## src/rtl/i2s_mic_rx.sv

```systemverilog
// i2s_mic_rx: I2S master receiver for one MEMS mic; captures one slot, truncates and
// box-averages REDUCE_FACTOR samples into a pcm_out/pcm_ready strobe.
module i2s_mic_rx #(
  parameter int CLK_FREQ      = 100_000_000,
  parameter int I2S_CLK_FREQ  = 1_500_000,
  parameter int I2S_DATA_SIZE = 24,
  parameter int DATA_OUT_SIZE = 16,
  parameter int REDUCE_FACTOR = 2,
  parameter int CHANNEL       = 0
) (
  input  logic                     clk,
  input  logic                     rst_n,
  output logic                     i2s_clk,
  output logic                     i2s_ws,
  input  logic                     i2s_sd,
  output logic [DATA_OUT_SIZE-1:0] pcm_out,
  output logic                     pcm_ready
);
  localparam int HD = (CLK_FREQ / (2 * I2S_CLK_FREQ)) > 1 ? CLK_FREQ / (2 * I2S_CLK_FREQ) : 1;
  localparam int DW = HD > 1 ? $clog2(HD) : 1;
  localparam int LR = $clog2(REDUCE_FACTOR);
  localparam int CW = LR > 0 ? LR : 1;
  localparam int DO = DATA_OUT_SIZE;
  localparam int DS = I2S_DATA_SIZE;
  localparam int AW = DO + LR;

  logic [DW-1:0] div_q, div_d;
  logic sck_q, sck_d, ws_q, ws_d, armed_q, armed_d, rdy_q, rdy_d;
  logic [5:0] bit_q, bit_d;
  logic [DO-1:0] sh_q, sh_d, pcm_q, pcm_d;
  logic signed [AW-1:0] acc_q, acc_d, sum;
  logic [CW-1:0] cnt_q, cnt_d;
  logic tick, rise, fall, cap, done, last;
  logic [4:0] k;

  // Only the top DO slot bits are kept; later data bits are the truncated LSBs.
  always_comb begin
    tick    = div_q == DW'(HD - 1);
    rise    = tick & ~sck_q;
    fall    = tick & sck_q;
    div_d   = tick ? '0 : div_q + 1'b1;
    sck_d   = sck_q ^ tick;
    bit_d   = bit_q + {5'd0, fall};
    ws_d    = fall ? bit_d[5] : ws_q;
    armed_d = armed_q | (fall & (bit_q == 6'd63));
    k       = bit_q[4:0];
    cap     = rise & armed_q & (bit_q[5] == 1'(CHANNEL));
    sh_d    = (cap && k >= 5'd1 && k <= 5'(DO)) ? {sh_q[DO-2:0], i2s_sd} : sh_q;
    done    = cap && k == 5'(DS);
    sum     = acc_q + AW'($signed(sh_d));
    last    = cnt_q == CW'(REDUCE_FACTOR - 1);
    acc_d   = done ? (last ? '0 : sum) : acc_q;
    cnt_d   = done ? (last ? '0 : cnt_q + 1'b1) : cnt_q;
    rdy_d   = done & last;
    pcm_d   = rdy_d ? DO'(sum >>> LR) : pcm_q;
  end

  always_ff @(posedge clk or negedge rst_n) begin
    if (!rst_n) begin
      div_q   <= '0;
      sck_q   <= 1'b0;
      ws_q    <= 1'b0;
      armed_q <= 1'b0;
      rdy_q   <= 1'b0;
      bit_q   <= '0;
      sh_q    <= '0;
      pcm_q   <= '0;
      acc_q   <= '0;
      cnt_q   <= '0;
    end else begin
      div_q   <= div_d;
      sck_q   <= sck_d;
      ws_q    <= ws_d;
      armed_q <= armed_d;
      rdy_q   <= rdy_d;
      bit_q   <= bit_d;
      sh_q    <= sh_d;
      pcm_q   <= pcm_d;
      acc_q   <= acc_d;
      cnt_q   <= cnt_d;
    end
  end

  assign i2s_clk   = sck_q;
  assign i2s_ws    = ws_q;
  assign pcm_out   = pcm_q;
  assign pcm_ready = rdy_q;
endmodule

```

## config.mk

```make
export PLATFORM = sky130hd
export DESIGN_NAME = i2s_mic_rx
export DESIGN_NICKNAME = d
export VERILOG_FILES = /design/src/rtl/i2s_mic_rx.sv
export SDC_FILE = /design/constraint.sdc
export NUM_CORES = 1
export LEC_CHECK = 0
export ABC_AREA = 1
export CAP_MARGIN = 0
export CORE_ASPECT_RATIO = 0.8
export CORE_MARGIN = 5
export CORE_UTILIZATION = 30
export DETAILED_ROUTE_END_ITERATION = 6
export PLACE_DENSITY_LB_ADDON = 0.1
export REMOVE_ABC_BUFFERS = 1
export SLEW_MARGIN = 10
export SYNTH_ARGS = -nofsm -noshare
export SYNTH_HDL_FRONTEND = slang
export SYNTH_SLANG_ARGS = --single-unit
```

## constraint.sdc

```tcl
create_clock -name clk -period 4.8 [get_ports clk]
set_clock_uncertainty 0.15 [all_clocks]
set_input_delay 0.72 -clock clk [delete_from_list [all_inputs] [get_ports clk]]
set_output_delay 0.72 -clock clk [all_outputs]
set_load 0.02 [all_outputs]
```

# Word-level counts from Yosys, hierarchy flattened
# Cells that the tools add are included.
# totals
input_bits,3
ff_bits,66
# op_classes
magnitude_cmp,2
reduce_logical,3
bitwise,10
addsub,4
mux,4
n_eq_ne,3
# ops
cell,n
$add 17x16->17,1
$mux 17,1
$mux 16,1
$eq 6x6->1 const B,2
$add 6x1->6,1
$add 6x1->6 const B,1
$and 1x1->1,6
$mux 6,1
$eq 5x5->1 const B,1
$ge 5x1->1 const B,1
$le 5x5->1 const B,1
$logic_and 1x1->1,3
$not 1->1,2
$add 1x1->1 const B,1
$mux 1,1
$or 1x1->1,1
$xor 1x1->1,1

# Depth between registers and ports, before layout
# Gate-level depths: netlist of run 1.
# logic_depth
word_depth,9
mapped_depth,24

# Worst setup path after synthesis of run 1
# OpenSTA, ideal clock, no wires.
# synth_path
kind,register -> register
startpoint,reg div_q[0]
endpoint,reg acc_q[16]
slack_ps,1111
path_buffers,1
path_stages_with_launch,25
synth_period_minus_slack_ps,3689
arrival_ps,3422
cell_sequence,dfrtp_1 > inv_1 > ha_1 > nand2_1 > nor4_1 > ha_1 > nand2_1 > nor2_4 > nand3_4 > inv_2 > buf_4 > nand2_1 > nand2_1 > ha_1 > inv_1 > fa_1 > nand3b_1 > nand2_1 > nand2_1 > nand2_1 > nand2_1 > nand2_1 > nand3_2 > nand3_1 > nand2_1
# synth_between
elab_chain_cells,9
# synth_rtl
element,line_no,source
start: declaration,27,"logic [DW-1:0] div_q, div_d;"
start signal: assignment,71,div_q <= div_d;
$eq 6x6->1,38,tick = div_q == DW'(HD - 1);
$and 1x1->1,39,rise = tick & ~sck_q;
$and 1x1->1 (2 in series),47,cap = rise & armed_q & (bit_q[5] == 1'(CHANNEL));
$logic_and 1x1->1 (2 in series),48,"sh_d = (cap && k >= 5'd1 && k <= 5'(DO)) ? {sh_q[DO-2:0], i2s_sd} : sh_q;"
$mux 16,48,
net sh_d[0],30,"logic [DO-1:0] sh_q, sh_d, pcm_q, pcm_d;"
$add 17x16->17,50,sum = acc_q + AW'($signed(sh_d));
$mux 17,52,acc_d = done ? (last ? '0 : sum) : acc_q;
end signal: assignment,68,acc_q <= '0;
end signal: assignment,79,acc_q <= acc_d;
end: declaration,31,"logic signed [AW-1:0] acc_q, acc_d, sum;"
# The timed path passes the listed nets, and every way through them passes these cells.
# A chain may end at the register's enable or synchronous reset.

# Worst setup path in the final report of run 1
# layout_path
startpoint,reg div_q[0]
endpoint,"reg pcm_q[15], in the netlist pcm_out[15]"
# layout_between
elab_chain_cells,8
# layout_rtl
element,line_no,source
$eq 6x6->1,38,
$and 1x1->1,39,
$and 1x1->1 (2 in series),47,
$logic_and 1x1->1 (2 in series),48,
$mux 16,48,
net sh_d[0],30,
$add 17x16->17,50,
end signal: assignment,78,pcm_q <= pcm_d;
end: declaration,30,
# The timed path passes the listed nets, and every way through them passes these cells.

==> results of run 1 <==
[power by group through the flow]
stage                     registers (µW)  clock network (µW)  logic [µW]
after global routing                 556                 752        15.7
final                                557                 706        12.9
after global placement               567                   0        14.1
after floorplan                      567                   0     0.00115
after CTS                            557                 728        14.2
after detailed placement             567                   0        14.1
[how the worst max path moves through the flow]
stage	start	cells after the start	endpoint
2_1_floorplan	div_q[0]$_DFF_PN0_	23	acc_q[16]$_DFFE_PN0P_
3_3_place_gp	div_q[0]$_DFF_PN0_	23	pcm_out[13]$_DFFE_PN0P_
3_5_place_dp	div_q[0]$_DFF_PN0_	22	pcm_out[15]$_DFFE_PN0P_
4_1_cts	div_q[0]$_DFF_PN0_	22	pcm_out[15]$_DFFE_PN0P_
5_1_grt	div_q[0]$_DFF_PN0_	22	pcm_out[13]$_DFFE_PN0P_
6_report	div_q[0]$_DFF_PN0_	23	pcm_out[15]$_DFFE_PN0P_
[cell usage in the layout (no fill, tap or decap), types with 2 or more instances in the layout]
master and instances:
a21o_1 3, a21oi_1 15, a22o_1 6, buf_4 2, bufinv_16 2, clkbuf_16 9, clkdlybuf4s50_1 20, clkinv_2 2
dfrtp_1 66, ha_1 22, inv_1 35, inv_2 2, nand2_1 168, nand2_2 2, nand3_1 32, nand3b_1 4
nand4_1 2, nor2_1 26, nor2_4 2, nor3_1 2, o21ai_0 8, o21bai_1 2, or2_2 2, xnor2_1 3
xor2_1 10
[layout make-up]
cell class	instances	area share
clock buffers	11	0.05716
clock inverters	5	0.01827
inverters	37	0.03270
multi-input cells	321	0.4075
flip-flops and latches	66	0.3889
well taps	148	0.04361
repair buffers	23	0.05186
[worst max-delay path: stages (launching register included)]
cell	delay [ns]
dfrtp_1	0.40
inv_1	0.07
ha_1	0.13
nand2_1	0.05
nor4_1	0.32
ha_1	0.24
nand2_1	0.08
nor2_4	0.16
nand3_4	0.21
inv_2	0.25
nand2_1	0.08
nand2_1	0.09
ha_1	0.17
inv_1	0.07
fa_1	0.39
nand3b_1	0.18
nand2_1	0.13
nand2_1	0.11
nand2_1	0.13
nand2_1	0.06
nand2_1	0.07
nand3_2	0.08
nand3_1	0.10
nand2_1	0.06
[layer usage]
metal	track usage	wire length [µm]	vias to the layer above
met2	0.1707	3132	40
met3	0.02897	240	6
li1	-	-	1441
met5	0	0	-
met4	0.04506	96	0
met1	0.1934	4793	1285
[Yosys cell counts, types with 3 or more instances]
cell,n,area (µm²)
nand3b_1,4,30.03
inv_1,35,131.4
ha_1,22,275.3
xnor2_1,3,26.28
a21o_1,3,22.52
a21oi_1,15,75.07
dfrtp_1,66,1652
a22o_1,6,52.55
xor2_1,10,87.58
nor2_1,26,97.59
nand3_1,32,160.2
o21ai_0,8,40.04
nand2_1,168,630.6
buf_2,4,20.02
[stage by stage]
stage          hold slack (ns)  std cells  total power, µW
2_1_floorplan           0.2744        424            566.7
3_3_place_gp            0.3077        595            580.6
3_5_place_dp            0.3122        595            580.7
4_1_cts                 0.3318        611             1299
5_1_grt                 0.3525        611             1324
6_report                0.3259        611             1275
[flip-flops by register name (all words and copies together), names as in the netlist]
name       cells
cnt_q          1
acc_q         17
pcm_out       16
bit_q          6
sh_q          16
pcm_ready      1
i2s_ws         1
div_q          6
i2s_clk        1
armed_q        1
[cells by family after synthesis]
logic type                 count (synthesis)  share of synthesized area
AOI/OAI and AO/OA                         35                    0.05849
xor gates and xnor gates                  13                    0.03169
adders and majority gates                 23                    0.08217
buffers and inverters                     46                    0.05884
DFF                                       66                     0.4596
muxes                                      1                   0.003133
and+or+nand+nor                          249                     0.3061
==> results.md, run 1 <==
- Detailed placer's ending HPWL: 6.109 mm
- Cell Area, Placed: about 0.004 mm²
- Reg2reg end: pcm_out[15]$_DFFE_PN0P_
- Max IR drop VDD: ~170 µV
- Logic pwr share: 0.010
- Remaining Overflow, GRT: 0
- Async SR Flop Fraction: 1.000
- First-pass GRT wire length: between 10 and 15 mm
- Register area: between 0.0015 and 0.002 mm²
- Crit path kind: register to register
- Final TNS setup: 0 ns
- Synthesized area: about 0.0036 mm²
- CTS tree: built
- Largest fanout on the critical path: 17
- Clk sinks: 66
- Yosys warnings: 0
- Hold violation count in the final report: 0
- DIE AREA: 0.01428 mm²
- R2r setup slk: about 0.87 ns
- PD cells: roughly 300 mW/mm²
- Worst EP required: roughly 5 ns
- Clock share of power: 0.553
- Psw: approximately 250 µW
- Count of cell types in the netlist: 36
- Fill cells: between 1,000 and 1,500
- Worst-Margin Slew: 0.8766 ns
- Final worst path period need: 3.932 ns
- RePlAce Congestion: a little under 0.9
- Unrepaired setup endpoints after global routing: no
- Pre-antenna DRT Iters: 4
- CTS clk-pin slew, worst paths: approximately 0.060 ns
- Status: finished clean
- Initial Util: 0.3096
- Critical path arrival: around 4 ns
- Most used DFF post-synth: dfrtp_1
- Die width: between 100 and 150 µm
- PnR worst setup slack: between 0.8 and 0.9 ns
- Num CTS Buffers: 9
- Worst slack at placement: 0.8737 ns
- Multi-input logic area: 0.001730 mm²
- Sw frac: 0.1961
- Seq/Total Area, Yosys: 0.4596
- Worst Hold Path Cells: 2
- Chip height: around 110 µm
- Number of nets with antenna violations after routing: 0
- Layout cell share with drive strength beyond 1: 0.07127
- Largest net degree at the start of global routing: 39
- Final setup viols: 0
- Drt wl/cell: between 10 and 15 µm
- Max-cap viol count: 0
- Clock H-tree levels: 3
- CORE AREA: about 0.012 mm²
- Slew margin rel.: 0.4156
- Tot GR Track Use: 0.1265
- Post-CTS Resized: 0
- CTS Hold Bufs: 0
- Leak: between 0.002 and 0.0025 µW
- Max-slew violation count: 0
- DR vias/cell: approximately 4.5
- Fmax: 254.3 MHz
- Core Rows: 35
- Reg2reg start: div_q[0]$_DFF_PN0_
- CP startpoint kind: register
- Synth Register Bits: 66
- Post-Route WL: around 8.3 mm
- Number of flops mapped to enable cells by yosys: 0
- Final Util: 0.3659
- DRC Markers: 0
- Setup crit end kind: register
- Ant diodes: 0
- Cell area after layout: around 0.0042 mm²
- Hold Path Origin: pcm_out[1]$_DFFE_PN0P_
- Flop pwr share: 0.437
- Worst skew pair latency: ~0.33 ns
- # IOs: 22
- Max Root-Sink Buffers: 2
- Hold WC Path Type: register to register
- Number of setup buffers added after CTS: 0
- P&R area growth vs syn: 18.18%
- Syn Inst Count: ~430
- Number of global-route vias before repair: approximately 2,800
- IO buf count: 21
- Initial antenna violation count: 0
- Final worst-path cycle share: 0.8192
- Hold path endpoint: pcm_out[1]$_DFFE_PN0P_
- CTS root buf: clkbuf_16
- Syn avg cell area: a little over 8 µm²
- Final net count: 484
- Internal power: about 1000 µW
- Detailed Route Iter0 Violations: about 170
- Worst R2R Path Depth: 23
- Via count: 2,772
Note: power is estimated with default switching activity, not from simulation.
==> inputs of run 2 (changes only) <==
clock period = 3.3 ns   (was 4.8 ns; I/O delays follow)
==> results.md, run 2 (same netlist as run 1, synthesis figures left out) <==
- Most frequent cells in the layout: nand2_1, dfrtp_1, buf_4, inv_1, nand3_1
- Clk sinks: 66
- Initial antenna violation count: 0
- Post-Route WL: 9.133 mm
- CTS Hold Bufs: 0
- Detailed Route Iter0 Violations: around 180
- Final setup viols: 5
- CTS root buf: clkbuf_16
- Fill cells: around 1,100
- Cell Area, Placed: 0.004227 mm²
- Most common cell after layout, fill and taps aside: nand2_1
- Hold violation count in the final report: 0
- Failing checks: setup timing
- Slew margin rel.: 0.4097
- Pre-antenna DRT Iters: 4
- # IOs: 22
- PnR worst setup slack: -0.03350 ns
- CTS clk-pin slew, worst paths: about 0.060 ns
- Max IR drop VDD: 298.9 µV
- Worst R2R Path Depth: 23
- DRC Markers: 0
- Max-cap viol count: 0
- Largest fanout on the critical path: 7
- Max Root-Sink Buffers: 2
- Leak: between 0.002 and 0.0025 µW
- Status: finished with violations
- Remaining Overflow, GRT: 0
- Setup crit end kind: register
- Worst skew pair latency: ~0.33 ns
- Drt wl/cell: 13.90 µm
- CORE AREA: around 0.012 mm²
- Placed cell count: 635
- Worst EP required: ~3.4 ns
- Detailed placer's ending HPWL: 6.602 mm
- Via count: 3,021
- Worst hold slack: 0.1782 ns
- Core Rows: 35
- Critical path arrival: about 3.4 ns
- Final std cells w/o fill: approximately 660
- Max reg flops: 17
- Ant diodes: 0
- CP startpoint kind: register
- Final worst path period need: around 3.3 ns
- R2r setup slk: -0.03 ns
- Initial Util: 0.3096
- Unrepaired setup endpoints after global routing: yes
- Number of global-route vias before repair: approximately 3,000
- First-pass GRT wire length: roughly 15 mm
- IO buf count: 21
- DR vias/cell: 4.598
- Cell area after layout: between 0.004 and 0.005 mm²
- Reg2reg end: pcm_out[13]$_DFFE_PN0P_
- Layout cell share with drive strength beyond 1: 0.2770
- RePlAce Congestion: around 0.77
- Tot GR Track Use: 0.1310
- Worst-Margin Slew: 0.8854 ns
- Max-slew violation count: 0
- P&R area growth vs syn: 38.02%
- Hold WC Path Type: input pin to async pin
- DIE AREA: ~0.014 mm²
- Crit path kind: register to register
- Clock H-tree levels: 3
- PD cells: around 360 mW/mm²
- Final worst-path cycle share: 1.010
- Reg2reg start: div_q[1]$_DFF_PN0_
- Fmax: around 300 MHz
- Largest net degree at the start of global routing: between 60 and 70
- Chip height: roughly 110 µm
- Final net count: 530
- Num CTS Buffers: 9
- CTS tree: built
- Number of nets with antenna violations after routing: 0
- Biggest register: acc_q
- Die width: about 130 µm
[run 2: cell types whose count changed in the layout (fill, tap and decap cells not counted), moves of 4 or more]
| cell | change |
|---|---|
| a21oi_1 | -11 |
| a21oi_2 | +10 |
| buf_4 | +44 |
| ha_1 | -14 |
| ha_4 | +12 |
| nand2_1 | -18 |
| nand2_2 | +17 |
| nand3_1 | -6 |
| nand3_2 | +6 |
| xor2_1 | -4 |
[run 2: metrics by stage]
stage                     TNS (ns)  setup WS [ns]  utilization  total power (µW)
after floorplan             -5.674        -0.4072            -             824.3
after global placement      -1.858        -0.1566       0.3642             844.4
after detailed placement    -2.410        -0.1730       0.3642             844.1
after CTS                  -0.7443       -0.08628       0.3922              1831
after global routing        -5.257        -0.2876       0.4274              1869
final                     -0.09153       -0.03350       0.4274              1807
[run 2: final cells by class]
| class | count | area (µm²) | share of cell area |
|---|---|---|---|
| well taps | 148 | 185.2 | 0.03734 |
| clock inverters | 4 | 50.05 | 0.01009 |
| flip-flops and latches | 66 | 1652 | 0.3330 |
| multi-input cells | 321 | 2102 | 0.4238 |
| clock buffers | 12 | 256.5 | 0.05172 |
| inverters | 37 | 141.4 | 0.02851 |
| repair buffers | 69 | 573.1 | 0.1155 |
[run 2: timing repair]
action | in CTS | in global routing
gates resized for setup | 3 | 75
setup endpoints to repair | 26 | 30
buffers inserted | 0 | 6
pin swaps | 0 | 25
hold endpoints to repair | 0 | 0
[run 2: worst max path at each step]
stage                             startpoint                 endpoint  cells after the start
final                     div_q[1]$_DFF_PN0_  pcm_out[13]$_DFFE_PN0P_                     23
after global routing      div_q[1]$_DFF_PN0_  pcm_out[13]$_DFFE_PN0P_                     23
after CTS                 div_q[0]$_DFF_PN0_    acc_q[14]$_DFFE_PN0P_                     23
after detailed placement  div_q[0]$_DFF_PN0_  pcm_out[10]$_DFFE_PN0P_                     21
after global placement    div_q[0]$_DFF_PN0_  pcm_out[10]$_DFFE_PN0P_                     21
after floorplan           div_q[0]$_DFF_PN0_    acc_q[16]$_DFFE_PN0P_                     23
[run 2: layer usage]
metal | vias to the layer above | global-route usage | share of wire
li1 | 1525 | - | -
met1 | 1449 | 0.1899 | 0.54
met2 | 39 | 0.1908 | 0.41
met3 | 8 | 0.03364 | 0.035
met4 | 0 | 0.03924 | 0.015
met5 | - | 0 | 0
[run 2: worst max-delay path, cell delays in order (launching register included)]
cell	delay, ns
dfrtp_1	0.37
inv_1	0.07
ha_2	0.17
nand2_2	0.06
nor4_4	0.23
ha_2	0.22
nand2_2	0.06
nor2_4	0.13
nand3_4	0.13
inv_4	0.10
nand2_2	0.05
nand2_2	0.09
ha_4	0.15
inv_2	0.05
fa_2	0.33
nand3b_1	0.18
nand2_2	0.12
nand2_2	0.06
nand2_2	0.09
nand4_1	0.13
nand2_1	0.11
nand2_2	0.06
nand3_1	0.07
nand2_1	0.05
[run 2: report_power, final]
group	switching [µW]	total [µW]	internal (µW)
clock network	354	979	625
logic	16.3	18.5	2.22
registers	0	810	810
